### src/rtl/fetch_stage.sv
// IF stage with IF/ID pipeline register: one outstanding instruction-memory request,
// a one-entry skid buffer for responses that land during a hazard hold, and redirect handling.
module fetch_stage #(
   parameter int unsigned     XLEN      = 32,
   parameter logic [XLEN-1:0] RESET_PC  = '0,
   parameter logic [31:0]     NOP_INSTR = 32'h0000_0013
) (
   input  logic            clk,
   input  logic            rst,
   input  logic            StallF,
   input  logic            StallD,
   input  logic            FlushD,
   input  logic            PCSrcE,
   input  logic [XLEN-1:0] PCTargetE,
   output logic            ImemReq,
   output logic [XLEN-1:0] ImemAddr,
   input  logic            ImemReady,
   input  logic            ImemRValid,
   input  logic [31:0]     ImemRData,
   output logic [31:0]     InstrD,
   output logic [XLEN-1:0] PCD,
   output logic [XLEN-1:0] PCPlus4D,
   output logic            ValidD
);

   typedef enum logic [1:0] {
      S_FETCH = 2'd0,
      S_WAIT  = 2'd1,
      S_HOLD  = 2'd2,
      S_DROP  = 2'd3
   } fetchState_t;

   fetchState_t     stateQ;
   fetchState_t     stateNext;
   logic [XLEN-1:0] pcF;
   logic [XLEN-1:0] pcNext;
   logic [XLEN-1:0] pcPlus4F;
   logic [XLEN-1:0] redirectPc;
   logic [31:0]     skidData;
   logic [31:0]     deliverInstr;
   logic            deliver;
   logic            captureSkid;
   logic            hold;

   assign hold       = StallF | StallD | FlushD;
   assign pcPlus4F   = pcF + XLEN'(4);
   assign redirectPc = PCTargetE & ~XLEN'(3);
   assign ImemAddr   = pcF;

   // Next-state, delivery and PC selection; a redirect pre-empts any delivery.
   always_comb begin
      stateNext    = stateQ;
      deliver      = 1'b0;
      captureSkid  = 1'b0;
      deliverInstr = skidData;
      unique case (stateQ)
         S_FETCH: begin
            if (ImemReady) stateNext = PCSrcE ? S_DROP : S_WAIT;
         end
         S_WAIT: begin
            if (PCSrcE) begin
               stateNext = ImemRValid ? S_FETCH : S_DROP;
            end else if (ImemRValid) begin
               if (!hold) begin
                  deliver      = 1'b1;
                  deliverInstr = ImemRData;
                  stateNext    = S_FETCH;
               end else begin
                  captureSkid = 1'b1;
                  stateNext   = S_HOLD;
               end
            end
         end
         S_HOLD: begin
            if (PCSrcE) begin
               stateNext = S_FETCH;
            end else if (!hold) begin
               deliver   = 1'b1;
               stateNext = S_FETCH;
            end
         end
         S_DROP: begin
            if (ImemRValid) stateNext = S_FETCH;
         end
         default: stateNext = S_FETCH;
      endcase

      if (PCSrcE)       pcNext = redirectPc;
      else if (deliver) pcNext = pcPlus4F;
      else              pcNext = pcF;
   end

   // Fetch control registers; ImemReq is the registered decode of the next state.
   always_ff @(posedge clk or posedge rst) begin
      if (rst) begin
         stateQ   <= S_FETCH;
         pcF      <= RESET_PC;
         ImemReq  <= 1'b1;
         skidData <= '0;
      end else begin
         stateQ  <= stateNext;
         pcF     <= pcNext;
         ImemReq <= (stateNext == S_FETCH);
         if (captureSkid) skidData <= ImemRData;
      end
   end

   // IF/ID register: flush beats stall beats delivery; otherwise a bubble.
   always_ff @(posedge clk or posedge rst) begin
      if (rst) begin
         InstrD   <= NOP_INSTR;
         PCD      <= '0;
         PCPlus4D <= '0;
         ValidD   <= 1'b0;
      end else if (FlushD) begin
         InstrD <= NOP_INSTR;
         ValidD <= 1'b0;
      end else if (!StallD) begin
         if (deliver) begin
            InstrD   <= deliverInstr;
            PCD      <= pcF;
            PCPlus4D <= pcPlus4F;
            ValidD   <= 1'b1;
         end else begin
            InstrD <= NOP_INSTR;
            ValidD <= 1'b0;
         end
      end
   end

endmodule

### config.mk
export PLATFORM = sky130hd
export DESIGN_NAME = fetch_stage
export DESIGN_NICKNAME = d
export VERILOG_FILES = /design/src/rtl/fetch_stage.sv
export SDC_FILE = /design/constraint.sdc
export NUM_CORES = 1
export LEC_CHECK = 0
export ABC_AREA = 1
export CORE_MARGIN = 5
export CORE_UTILIZATION = 40
export CTS_CLUSTER_SIZE = 25
export DETAILED_ROUTE_END_ITERATION = 10
export GPL_ROUTABILITY_DRIVEN = 0
export GPL_TIMING_DRIVEN = 0
export PLACE_DENSITY_LB_ADDON = 0.08
export SYNTH_ARGS = -nofsm -noshare
export SYNTH_HDL_FRONTEND = slang
export SYNTH_SLANG_ARGS = --single-unit
### constraint.sdc
create_clock -name clk -period 8.88 [get_ports clk]
set_input_delay 1.332 -clock clk [delete_from_list [all_inputs] [get_ports clk]]
set_output_delay 1.332 -clock clk [all_outputs]
set_load 0.02 [all_outputs]
After elaboration in Yosys (flattened, before gate mapping):

Cells that the tools add are included.

* bits in registers: 164
* latch bits: 0
* memory bits (writable): 0
* bits in read-only memories: 0
* output and inout bits: 130
* logic and storage cells: 52
* memories: 0

* $add $sub $neg: 1
* $mul: 0
* div/mod/pow operators: 0
* order comparisons: 0
* equal/unequal tests: 4
* shifts and indexed selects: 0
* mux-type cells: 31
* bitwise logic cells: 4
* reductions and logical operators: 4

Operator list (number)
* $mux 32: 9
* $add 32x3->32 const B: 1
* $mux 2: 9
* $mux 1: 11
* $pmux 2 s4: 1
* $eq 2x2->1 const B: 2
* $logic_not 2->1: 2
* $reduce_and 3->1: 1
* $eq 2x1->1 const B: 1
* $ne 2x1->1 const B: 1
* $not 1->1: 2
* $or 1x1->1: 2
* $pmux 1 s2: 1
* $reduce_bool 2->1: 1

Logic depth before layout (Yosys ltp):

Gate-level depths: netlist of the first run.

* depth in word-level cells: 9
* mapped depth: 10
* mapped depth without buffers: 10

Least setup slack after synthesis of the first run:

OpenSTA, ideal clock, no wires.

* path kind: input to register
* from: input PCSrcE
* to: register skidData[0]
* setup time: 0.125 ns
* arrival: 2.175 ns
* data required time: 8.755 ns
* setup slack: 6.580 ns
* stages: 7
* path buffers: 2
* cells stage by stage: buf_6 -> inv_8 -> nand3_4 -> inv_1 -> nand2_2 -> buf_6 -> mux2_4

* word-level cells in the longest chain between the ends: 2

RTL lines
* from (decl): RTL line 13 `input logic PCSrcE,`
* $mux 1: RTL line 61 `if (PCSrcE) begin`
* $mux 1: RTL line 56 `unique case (stateQ)`
* to (signal assigned): RTL line 104 `if (captureSkid) skidData <= ImemRData;`
* to (decl): RTL line 39 `logic [31:0] skidData;`

Every way passes these cells.
A chain may end at the register's enable or synchronous reset.

Worst setup path in the final report of the first run:

* from: register InstrD[4]
* to: output InstrD[4]

RTL lines
* from (decl): RTL line 20 `output logic [31:0] InstrD,`
* from (signal assigned): RTL line 120 `InstrD <= deliverInstr;`

No word-level cell between the ends.

==> results.toml, run 1 <==
[sta]
achievable_clock_frequency_mhz = 341.6
finalMaxSlewViolations = 0
final.min_clock_period_ns = 2.927
totalNegativeSetupSlack_ns = 0
timing_worst_slew_pin_value_ns = 0.6569
fin_worst_hold_slack_ns = 0.4789
slew_headroom = 0.5621
timing.final.crit_share = 0.3296
finalSetupViolations = 0
rsz0062_at_grt = "false"
finalHoldViolCount = 0
finalClockSkew_ns = 0.008226

[power_and_ir_drop]
power-per-cell-area_mw_per_mm2 = 276.2
leakage_nw = 4.957
max_ir_drop_vdd_uv = 164.7

[clock_tree]
ctsLongestPathBuffers = 2
post_cts_buffers = 0
clock_sinks = 158
hold_fix_buffers_cts = 0
cts_tree = "built"
root_buffer = "clkbuf_16"
post_cts_resized = 0
clock_tree.htree_level_count = 4
clk_latency_ns = 0.43
tritoncts.num_buffers = 17
cts.reportedPaths.clkPinSlew_ns = 0.06

[grt]
top_usage_layer = "met2"
grt.overflow.total = 0
global_route.usage.met3 = 0.05237
via_count_of_the_first_global_routing_pass = 6636
first_pass_grt_wire_length_mm = 35.82
antenna_found_initial = 0
grt_util_met1 = 0.2679
gr-usage-met2 = 0.3538
grt_max_degree = 112
grt_resource_usage_total = 0.2105

[finish]
share_of_final_layout_standard_cells_stronger_than_drive_strength_1 = 0.07986
num-nets-final = 1216
layout.core_utilization = 0.5712
layout-area-overhead-vs-synth_pct = 39.39
antenna_cells = 0

[route]
drt-total-wl_mm = 22.03
drc = 0
drtPass1Iterations = 5
drt-vias-per-instance = 4.790
routedWlPerCell_um = 15.96
drt-initial-drc-count = 400
detail-route-antenna-nets = 0
vias = 6615

[synth]
synth_largest_area_cell = "dfrtp_1"
syn-mean-instance-area_um2 = 8.038
postSynth.asyncResetShare = 1.000
synth_cell_types = 30
syn_inst = 922
synth_area_leaders = "dfrtp_1 52%, nand2_1 18%, o21ai_0 5.9%"
seq_area_frac_synth = 0.5342
yosys_warnings = 0
netlist_top_cells_count = "350 x nand2_1, 154 x dfrtp_1, 97 x inv_1"
syn_area_mm2 = 0.007411
post-synth-top-area-fraction = 0.5200
synth_edf_count = 0
main_synth_ff_type = "dfrtp_1"
synthMostInstantiatedCell = "nand2_1"
synth-seq-cells = 158

[worst_setup_path]
worstPathBufferInverterCount = 1
path_cells = "clkdlybuf4s50_1"
cp_max_fo = 2
timing_worst_setup_path_type = "register to output pin"
reg2reg_to = "PCD[4]$_DFFE_PP0P_"
cpPeakStageDelay_ns = 0.62
worst-r2r-setup-slack_ns = 7.10
timing.critical_path.depth = 1
endpoint_of_the_most_critical_setup_path = "InstrD[4]"
reg2reg_depth = 7
gate_family_responsible_for_the_most_delay_along_the_worst_path = "buffers and inverters"
crit-reg2reg-launch = "stateQ[1]$_DFF_PP0_"
cp-start-kind = "register"
worstSetupEndpointType = "output pin"
slowest_stage = "clkdlybuf4s50_1"
startpoint = "InstrD[4]$_DFFE_PP1P_"
crit_arrival_ns = 1.60
cp_required_ns = 7.55

[flow_run]
max_cap_viol_count = 0

[placement]
placement.io_buffers = 192
hpwl_mm = 16.33

[floorplanning]
floorplan.die.width_um = 146.1
std_cell_rows = 49
num_io_pins = 202
core-area_mm2 = 0.01809
fp.dieH_um = 146.1
fp.dieArea_mm2 = 0.02135
floorplan.initialDensity = 0.4098

[outcome]
status = "finished, final reports clean"

[min_path]
hold_path_startpoint = "PCPlus4D[31]$_DFFE_PP0P_"
worst_hold_path_type = "register to register"
## area by class of cell
type | count | area (um2)
Clock buffer | 18 | 429.2
Timing Repair Buffer | 193 | 1949
Buffer | 43 | 276.5
Multi-Input combinational cell | 626 | 2811
Inverter | 100 | 390.4
Sequential cell | 158 | 3959
Clock inverter | 14 | 227.7
Tap cell | 229 | 286.5
Fill cell | 1711 | 7756
## cell usage in the layout, fill, tap and decap left out, types with 2 or more instances in the layout
| cell | instances |
|---|---|
| nand2_1 | 350 |
| clkdlybuf4s50_1 | 192 |
| dfrtp_1 | 154 |
| inv_1 | 96 |
| o21ai_0 | 87 |
| nor2_1 | 50 |
| o21ai_1 | 48 |
| nand3_1 | 29 |
| clkbuf_16 | 17 |
| buf_2 | 14 |
| clkbuf_1 | 12 |
| buf_4 | 10 |
| xor2_1 | 10 |
| o211ai_1 | 10 |
| a21oi_1 | 9 |
| buf_6 | 8 |
| nand2_2 | 6 |
| conb_1 | 6 |
| ha_1 | 5 |
| inv_6 | 5 |
| bufinv_16 | 5 |
| dfstp_2 | 4 |
| nor2_2 | 3 |
| nor2_4 | 3 |
| clkinv_4 | 3 |
| inv_8 | 2 |
| nand2_4 | 2 |
| inv_2 | 2 |
| mux2_2 | 2 |
## power by group
group	total (mW)	switching [mW]	leakage (nW)	internal (mW)
Sequential	1.08	0.133	2.04	0.946
Clock	0.819	0.314	0.316	0.505
Combinational	0.954	0.511	2.60	0.443
## worst min-delay path by stage
stage	to	cells after the start
after floorplan	skidData[10]$_DFFE_PP0P_	2
after global placement	skidData[9]$_DFFE_PP0P_	2
after detailed placement	PCPlus4D[22]$_DFFE_PP0P_	2
after CTS	PCPlus4D[22]$_DFFE_PP0P_	2
after global routing	PCPlus4D[30]$_DFFE_PP0P_	2
final	PCPlus4D[31]$_DFFE_PP0P_	2
## sequential cells by signal (all words and copies together), names as in the netlist
signal and cells:
stateQ 2, skidData 32, ImemReq 1, PCPlus4D 30, InstrD 32, PCD 30
ValidD 1, ImemAddr 30
## layer usage
metal	vias up	wire length, um	share of wire
met3	30	1327	0.060
met4	0	426	0.019
met2	196	10730	0.49
met1	3079	9546	0.43
met5	-	0	0
li1	3310	-	-
## kinds of logic (layout without fill, tap and decap cells)
logic type / Yosys count / after routing / synth area share
other: 1 / 6 / 0.0005060
AND/OR/NAND/NOR: 447 / 447 / 0.2426
XOR/XNOR: 10 / 10 / 0.01182
flip-flops: 158 / 158 / 0.5342
multiplexers: 3 / 3 / 0.005064
adder cells (fa/ha/maj): 5 / 5 / 0.008442
buffers and inverters: 143 / 368 / 0.08898
AO/OA/AOI/OAI: 155 / 155 / 0.1084
## per-stage QoR
stage	instances	cell area [um2]	total power, mW	setup WS, ns
finish	1381	10330	2.853	5.953
global route	1381	10330	3.021	5.889
CTS	1381	10330	2.882	5.932
detailed placement	1349	9673	2.058	5.923
global placement	1348	9638	2.039	0.8722
floorplan	927	7430	1.591	3.291
(Power assumes the default switching activity.)
==> run 2, diff against run 1 <==
clock period = 2.5 ns   (was 8.88 ns; I/O delays follow)
==> results.toml, run 2 (synthesis gave the netlist of run 1 again) <==
[finish]
mostFrequentLayoutCell = "nand2_1"
antenna_cells = 0
final.fill_count = 1729
regArea_mm2 = 0.003959
biggestRegsByFlops = "InstrD (32), skidData (32)"
layout_common_cells = "350 x nand2_1, 192 x clkdlybuf4s50_1, 154 x dfrtp_1"
multiInputGateArea_mm2 = 0.002811
share_of_final_layout_standard_cells_stronger_than_drive_strength_1 = 0.08225
layout-area-overhead-vs-synth_pct = 39.03
num-nets-final = 1219

[worst_setup_path]
crit-reg2reg-launch = "ImemAddr[3]$_DFFE_PP0P_"
gate_family_responsible_for_the_most_delay_along_the_worst_path = "buffers and inverters"
cp-start-kind = "register"
cp_required_ns = 2.12
cp_max_fo = 2
worstSetupEndpointType = "output pin"
path_cells = "clkdlybuf4s50_1"
startpoint = "InstrD[1]$_DFFE_PP1P_"
timing_worst_setup_path_type = "register to output pin"
crit_arrival_ns = 1.58
slowest_stage = "clkdlybuf4s50_1"
worstPathBufferInverterCount = 1
cpPeakStageDelay_ns = 0.61

[clock_tree]
tritoncts.num_buffers = 17
clock_sinks = 158
post_cts_buffers = 0
hold_fix_buffers_cts = 0
ctsLongestPathBuffers = 2
cts.reportedPaths.clkPinSlew_ns = 0.06
post_cts_resized = 0
root_buffer = "clkbuf_16"
clk_latency_ns = 0.43
cts_tree = "built"
clock_tree.htree_level_count = 4

[grt]
grt_max_degree = 43
via_count_of_the_first_global_routing_pass = 6795
gr-usage-met2 = 0.3603
grt.overflow.total = 0
first_pass_grt_wire_length_mm = 36.06
grt_util_met1 = 0.2711
global_route.usage.met3 = 0.04369
grt_resource_usage_total = 0.2120
antenna_found_initial = 0
top_usage_layer = "met2"

[power_and_ir_drop]
power-per-cell-area_mw_per_mm2 = 954.1
max_ir_drop_vdd_uv = 473.3
total_power_mw = 9.831
leakage_nw = 4.943

[sta]
final_critical_path_setup_slack_ns = 0.5403
finalMaxSlewViolations = 0
timing.final.crit_share = 0.7839
rsz0062_at_grt = "false"
timing_worst_slew_pin_value_ns = 0.5484
finalClockSkew_ns = 0.01195
slew_headroom = 0.6344
finalSetupViolations = 0
achievable_clock_frequency_mhz = 510.3
finalHoldViolCount = 0
final.min_clock_period_ns = 1.960
fin_worst_hold_slack_ns = 0.2590

[floorplanning]
floorplan.initialDensity = 0.4098
core-area_mm2 = 0.01809
fp.dieH_um = 146.1
std_cell_rows = 49
fp.dieArea_mm2 = 0.02135
num_io_pins = 202
floorplan.die.width_um = 146.1

[min_path]
worst_hold_path_type = "primary input to asynchronous set/reset pin"

[placement]
placement.io_buffers = 192
place_ws_ns = 0.4983
hpwl_mm = 16.81

[outcome]
status = "finished, final reports clean"

[route]
drc = 0
drt-total-wl_mm = 22.09
drt-vias-per-instance = 4.800
drtPass1Iterations = 5
detail-route-antenna-nets = 0
vias = 6643
drt-initial-drc-count = 296
routedWlPerCell_um = 15.96

[flow_run]
max_cap_viol_count = 0
## run 2: changes by cell type in the layout (fill, tap and decap cells not counted)
cell,before,now
clkinv_2,0,4
clkinv_4,3,2
buf_12,0,4
inv_8,2,1
clkbuf_8,0,1
inv_6,5,3
clkinvlp_4,1,3
bufinv_16,5,2
buf_16,1,0
## run 2: cell type report
type	count	share of cell area
multi-input combinational	626	0.2729
inverter	100	0.03752
timing repair buffer	196	0.1943
sequential	158	0.3842
clock buffer	19	0.04299
tap	229	0.02781
buffer	43	0.02684
clock inverter	13	0.01348
## run 2: worst paths after layout
path / endpoint / slack, ns / cells past startpoint
min in group clk: ImemAddr[12]$_DFFE_PP0P_ / 0.33 / 4
hold reg to reg: skidData[22]$_DFFE_PP0P_ / 0.48 / 2
setup / recovery: InstrD[1] / 0.54 / 1
max in group asynchronous: InstrD[0]$_DFFE_PP1P_ / 1.42 / 4
hold / removal: PCD[30]$_DFFE_PP0P_ / 0.26 / 2
setup reg to reg: ImemAddr[28]$_DFFE_PP0P_ / 0.66 / 10
## run 2: per-stage QoR
stage	std cells	instance area (um2)	util	setup TNS, ns
floorplan	927	7433	-	0
global placement	1348	9642	0.5331	-207.36
detailed placement	1352	9722	0.5375	0
CTS	1384	10300	0.5697	0
global route	1384	10300	0.5697	0
finish	1384	10300	0.5697	0
## run 2: per-layer routing
metal | routed length (um) | part of all wire
met5 | 0 | 0
met4 | 501 | 0.023
met3 | 1182 | 0.054
met2 | 10680 | 0.48
met1 | 9732 | 0.44
## run 2: where the power goes
part / switching [mW] / internal [mW]
sequential: 0.480 / 3.36
clock: 1.08 / 1.50
combinational: 1.83 / 1.58
